**src/rtl/hazard_ctrl.sv**
```systemverilog
// hazard_ctrl: pipeline hazard and sequencing controller beside decode.
//
// Tracks the destinations of the instructions in EX and MEM. It compares
// them with the decode-stage source registers and drives the stall and
// bubble controls for the fetch/decode pipeline registers. It also handles
// taken-branch flushes and the halt drain sequence, and keeps a saturating
// count of data-stall cycles.
//
// Parameters
//   FORWARD      1: EX/MEM forwarding present, stall only on load-use
//                0: no forwarding, stall on any EX or MEM destination match
//   DRAIN_CYCLES cycles spent draining after a halt leaves decode (1..7)
//
// Ports
//   clk, rst                     clock, synchronous active-high reset
//   instValid                    decode holds a real instruction
//   r1Num/r1Used, r2Num/r2Used   decode source registers and their use flags
//   regWriteNum_id/regWriteEN_id decode destination register and write enable
//   memRead_id, halt_id          decode instruction is a load / a halt
//   branchTaken                  EX resolved a taken branch this cycle
//   pcHold                       hold PC and IF/ID (combinational)
//   idexBubble                   load a nop into ID/EX (combinational)
//   ifidFlush                    replace IF/ID with a nop (combinational)
//   haltDone                     pipeline drained after halt, sticky until rst
//   stallCount                   saturating count of data-stall cycles
module hazard_ctrl #(
  parameter int unsigned FORWARD      = 1,
  parameter int unsigned DRAIN_CYCLES = 3
) (
  input  logic        clk,
  input  logic        rst,
  input  logic        instValid,
  input  logic [2:0]  r1Num,
  input  logic [2:0]  r2Num,
  input  logic        r1Used,
  input  logic        r2Used,
  input  logic [2:0]  regWriteNum_id,
  input  logic        regWriteEN_id,
  input  logic        memRead_id,
  input  logic        halt_id,
  input  logic        branchTaken,
  output logic        pcHold,
  output logic        idexBubble,
  output logic        ifidFlush,
  output logic        haltDone,
  output logic [15:0] stallCount
);

  typedef enum logic [1:0] {
    ST_RUN,
    ST_DRAIN,
    ST_HALTED
  } state_t;

  localparam logic [2:0] DRAIN_LOAD = 3'(DRAIN_CYCLES - 1);

  state_t      state_q, state_d;
  logic [2:0]  drain_cnt_q, drain_cnt_d;
  logic        halt_done_q, halt_done_d;
  logic [15:0] stall_cnt_q, stall_cnt_d;

  // Scoreboard. The WB entry and the MEM load flag are not stored: the
  // register file bypasses WB write data to the read ports, so WB can never
  // cause a hazard, and MEM only matters without forwarding, where the load
  // flag is irrelevant.
  logic        ex_v_q, ex_v_d;
  logic [2:0]  ex_dest_q, ex_dest_d;
  logic        ex_ld_q, ex_ld_d;
  logic        mem_v_q, mem_v_d;
  logic [2:0]  mem_dest_q, mem_dest_d;

  logic in_run;
  logic ex_hit;
  logic mem_hit;
  logic raw_hit;
  logic data_stall;
  logic issue;

  always_comb begin
    in_run  = (state_q == ST_RUN);
    ex_hit  = ex_v_q & ((r1Used & (r1Num == ex_dest_q)) |
                        (r2Used & (r2Num == ex_dest_q)));
    mem_hit = mem_v_q & ((r1Used & (r1Num == mem_dest_q)) |
                         (r2Used & (r2Num == mem_dest_q)));
    raw_hit = (FORWARD != 0) ? (ex_hit & ex_ld_q) : (ex_hit | mem_hit);
    data_stall = in_run & instValid & ~branchTaken & raw_hit;
    // Decode instruction advances into EX only when nothing holds or kills it.
    issue = in_run & ~data_stall & ~branchTaken;
  end

  always_comb begin
    pcHold     = 1'b0;
    idexBubble = 1'b0;
    ifidFlush  = 1'b0;
    if (!in_run) begin
      pcHold     = 1'b1;
      idexBubble = 1'b1;
    end else if (branchTaken) begin
      ifidFlush  = 1'b1;
      idexBubble = 1'b1;
    end else if (data_stall) begin
      pcHold     = 1'b1;
      idexBubble = 1'b1;
    end
  end

  always_comb begin
    // A halt passes through EX as a non-writing entry.
    ex_v_d    = issue & instValid & regWriteEN_id & ~halt_id;
    ex_dest_d = issue ? regWriteNum_id : '0;
    ex_ld_d   = issue & memRead_id;
    mem_v_d    = ex_v_q;
    mem_dest_d = ex_dest_q;

    stall_cnt_d = stall_cnt_q;
    if (data_stall && (stall_cnt_q != '1)) begin
      stall_cnt_d = stall_cnt_q + 16'd1;
    end

    state_d     = state_q;
    drain_cnt_d = drain_cnt_q;
    halt_done_d = halt_done_q;
    case (state_q)
      ST_RUN: begin
        if (issue && instValid && halt_id) begin
          state_d     = ST_DRAIN;
          drain_cnt_d = DRAIN_LOAD;
        end
      end
      ST_DRAIN: begin
        if (drain_cnt_q == '0) begin
          state_d     = ST_HALTED;
          halt_done_d = 1'b1;
        end else begin
          drain_cnt_d = drain_cnt_q - 3'd1;
        end
      end
      ST_HALTED: begin
        halt_done_d = 1'b1;
      end
      default: begin
        state_d = ST_RUN;
      end
    endcase
  end

  always_ff @(posedge clk) begin
    if (rst) begin
      state_q     <= ST_RUN;
      drain_cnt_q <= '0;
      halt_done_q <= 1'b0;
      stall_cnt_q <= '0;
      ex_v_q      <= 1'b0;
      ex_dest_q   <= '0;
      ex_ld_q     <= 1'b0;
      mem_v_q     <= 1'b0;
      mem_dest_q  <= '0;
    end else begin
      state_q     <= state_d;
      drain_cnt_q <= drain_cnt_d;
      halt_done_q <= halt_done_d;
      stall_cnt_q <= stall_cnt_d;
      ex_v_q      <= ex_v_d;
      ex_dest_q   <= ex_dest_d;
      ex_ld_q     <= ex_ld_d;
      mem_v_q     <= mem_v_d;
      mem_dest_q  <= mem_dest_d;
    end
  end

  assign haltDone   = halt_done_q;
  assign stallCount = stall_cnt_q;

endmodule

```
**config.mk**
```make
export PLATFORM = sky130hd
export DESIGN_NAME = hazard_ctrl
export DESIGN_NICKNAME = d
export VERILOG_FILES = /design/src/rtl/hazard_ctrl.sv
export SDC_FILE = /design/constraint.sdc
export NUM_CORES = 1
export LEC_CHECK = 0
export CAP_MARGIN = 10
export CORE_AREA = 2 2 81 76
export DETAILED_ROUTE_END_ITERATION = 10
export DIE_AREA = 0 0 83 78
export PLACE_DENSITY_LB_ADDON = 0.2
export SLEW_MARGIN = 20
export SYNTH_ARGS = -nofsm -noshare
export SYNTH_HDL_FRONTEND = slang
export SYNTH_SLANG_ARGS = --single-unit
```
**constraint.sdc**
```tcl
create_clock -name clk -period 3.21 [get_ports clk]
set_input_delay 0.642 -clock clk [delete_from_list [all_inputs] [get_ports clk]]
set_output_delay 0.642 -clock clk [all_outputs]
set_load 0.03 [all_outputs]
```
==> out/metrics.cfg <==
[grt]
grt_pass1_vias=1121
antenna_found_initial=0
gr-total-overflow=0
grt_pass1_wl_um=5370
grt_max_degree=32
grt_usage_pct=10.1

[synthesis]
avgSynthCellArea_um2=8.76
synth_ff_type=dfxtp_1
synth_area_leaders=dfxtp_1 (40%), o31ai_1 (7.1%), or4_1 (6.6%)
yosysTopAreaCellShare_pct=39.6
postSynthNetCount=177
synthTopCellsByCount=dfxtp_1 (27), a21oi_1 (17), o31ai_1 (13)
synth_top_area_cell=dfxtp_1
yosys_warnings=0
synth_edf_count=0
synthArstFlopShare_pct=0
synth_area_um2=1370
ys_ff_latch=27
synth.most_common_cell=dfxtp_1
ys_seq_area_share_pct=39.6
yosysUniqueCellTypes=36
syn_inst=156

[sta]
skew_ps=3.42
finalSetupViolCount=0
slew_headroom_pct=63.6
hold_slack_ps=474
hold_violations=0
period_needed_ps=2900
worst_slew_pin_slew_ps=544
rsz0062_at_grt=false
period_share_pct=90.3
drv_slew=0
finalSetupTns_ps=0
max_freq_ghz=0.345

[setup_path]
worstSetupStartpointType=input pin
cp_max_fo=31
required_ps=2570
cp.arrival_ps=2260
crit_type=input pin to output port
endpoint_kind=output port

[route]
drcViolationCount=0
vias_per_cell=4.90
wire_per_inst_um=12.6
first_iter_violations=45
vias=1279
dr.pass1.iters=4
routed_wl_um=3290
postRouteAntennaNets=0

[place]
portBuffers=37
post-dp-hpwl_um=2400
gp_congestion=0.709
dp_cells=257

[die]
pin_count=38
rows=26
fp.dieH_um=78
fp.dieW_um=83
fp.dieArea_um2=6470
initial_utilization_pct=24.6
core_um2=5560

[clock_tree]
hold_buffers=0
cts_tree=yes
root_buffer=clkbuf_8
clk_latency_ps=280
numCtsBuffers=3
htree_levels=1
post-cts-setup-buffers=0
clkTransAtPathRegs_ps=100
cts_resized=0
clockBufferDepth=2
cts.sinks=27

[power]
seqPwrFrac_pct=55.1
intPower_w=0.000467
p_leak_nw=0.582
power_density_nw_per_um2=338
switching_power_w=0.000158
clock_power_share_pct=32.4
p_sw_share_pct=25.3
pwr-share-comb_pct=12.5
ir_worst_vdd_uv=179

[layout]
areaGrowthSynthToFinish_pct=35.3
final_net_count=213
fillers=583
instances_no_fill=261
drive_gt1_share_pct=7.33
diodes=0

[status]
status=completed

[hold_path]
hold_path.class=flop to flop

[job]
cap_viol_max_count=0

[sequential cells by signal, summed over array words and instances, names as in the netlist]
signal,flops
drain_cnt_q,3
ex_dest_q,3
ex_ld_q,1
ex_v_q,1
haltDone,1
stallCount,16
state_q,2
[cell type report]
type                       instances  area, µm²  area share [%]
clock buffer                       3       41.3            2.23
clock inverter                     1       5.00           0.271
inverter                           6       22.5            1.22
multi-input combinational        115        766            41.4
sequential                        27        541            29.2
tap                               70       87.6            4.74
timing repair buffer              39        385            20.9
[worst max-delay path, stage by stage]
cell and delay [ps]:
clkdlybuf4s50_1 470, xnor2_1 110, nand4_1 130, and2_1 200, buf_4 220, o31ai_1 270, buf_4 200
[per-layer routing]
metal  vias to the layer above  routed length, µm  global-route usage (%)
li1                        662                  -                       -
met1                       590               1650                    13.8
met2                        25               1470                    15.4
met3                         2                150                    3.19
met4                         0                 23                    2.95
met5                         -                  0                       0
[power groups by stage]
stage	logic (W)	clock network [W]	registers (W)
6_report	0.0000782	0.000202	0.000344
5_1_grt	0.0000848	0.000221	0.000345
4_1_cts	0.0000790	0.000207	0.000344
3_5_place_dp	0.0000783	0	0.000352
3_3_place_gp	0.0000789	0	0.000352
2_1_floorplan	0.0000380	0	0.000353
[cell families (layout without fill, tap and decap cells)]
kind of cell	Yosys count	after routing	share of synthesized area (%)
AND/OR/NAND/NOR	63	63	29.3
AO/OA/AOI/OAI	41	41	18.6
flip-flops	27	27	39.6
buffers and inverters	14	49	4.40
XOR/XNOR	6	6	3.85
adder cells (fa/ha/maj)	3	3	2.75
multiplexers	2	2	1.56
[path summary, 6_finish.rpt]
kind | cells after the start | slack [ps] | start | end
worst max-delay path | 7 | 310 | r2Num[0] | pcHold
worst min-delay path | 2 | 470 | drain_cnt_q[0] | drain_cnt_q[0]
worst max register to register | 6 | 1140 | stallCount[0] | stallCount[15]
worst min register to register | 2 | 470 | drain_cnt_q[0] | drain_cnt_q[0]
[stage by stage]
stage | utilization [%] | power, W | instance area [µm²] | worst slack, ps
global placement | 32.3 | 0.000431 | 1800 | 5.45
floorplan | - | 0.000391 | 1370 | 346
CTS | 33.2 | 0.000631 | 1850 | 15.5
finish | 33.2 | 0.000624 | 1850 | 313
global route | 33.2 | 0.000651 | 1850 | 161
detailed placement | 32.3 | 0.000430 | 1800 | 41.4
[cell usage in the layout (no fill, tap or decap), types with 7 or more instances in the layout]
cell type	Yosys	layout
a21oi_1	17	17
nand3_1	8	8
or4_1	12	12
clkdlybuf4s50_1	0	35
nand2_1	8	8
o31ai_1	13	13
nand4_1	7	7
dfxtp_1	27	27
(Power assumes the default switching activity.)
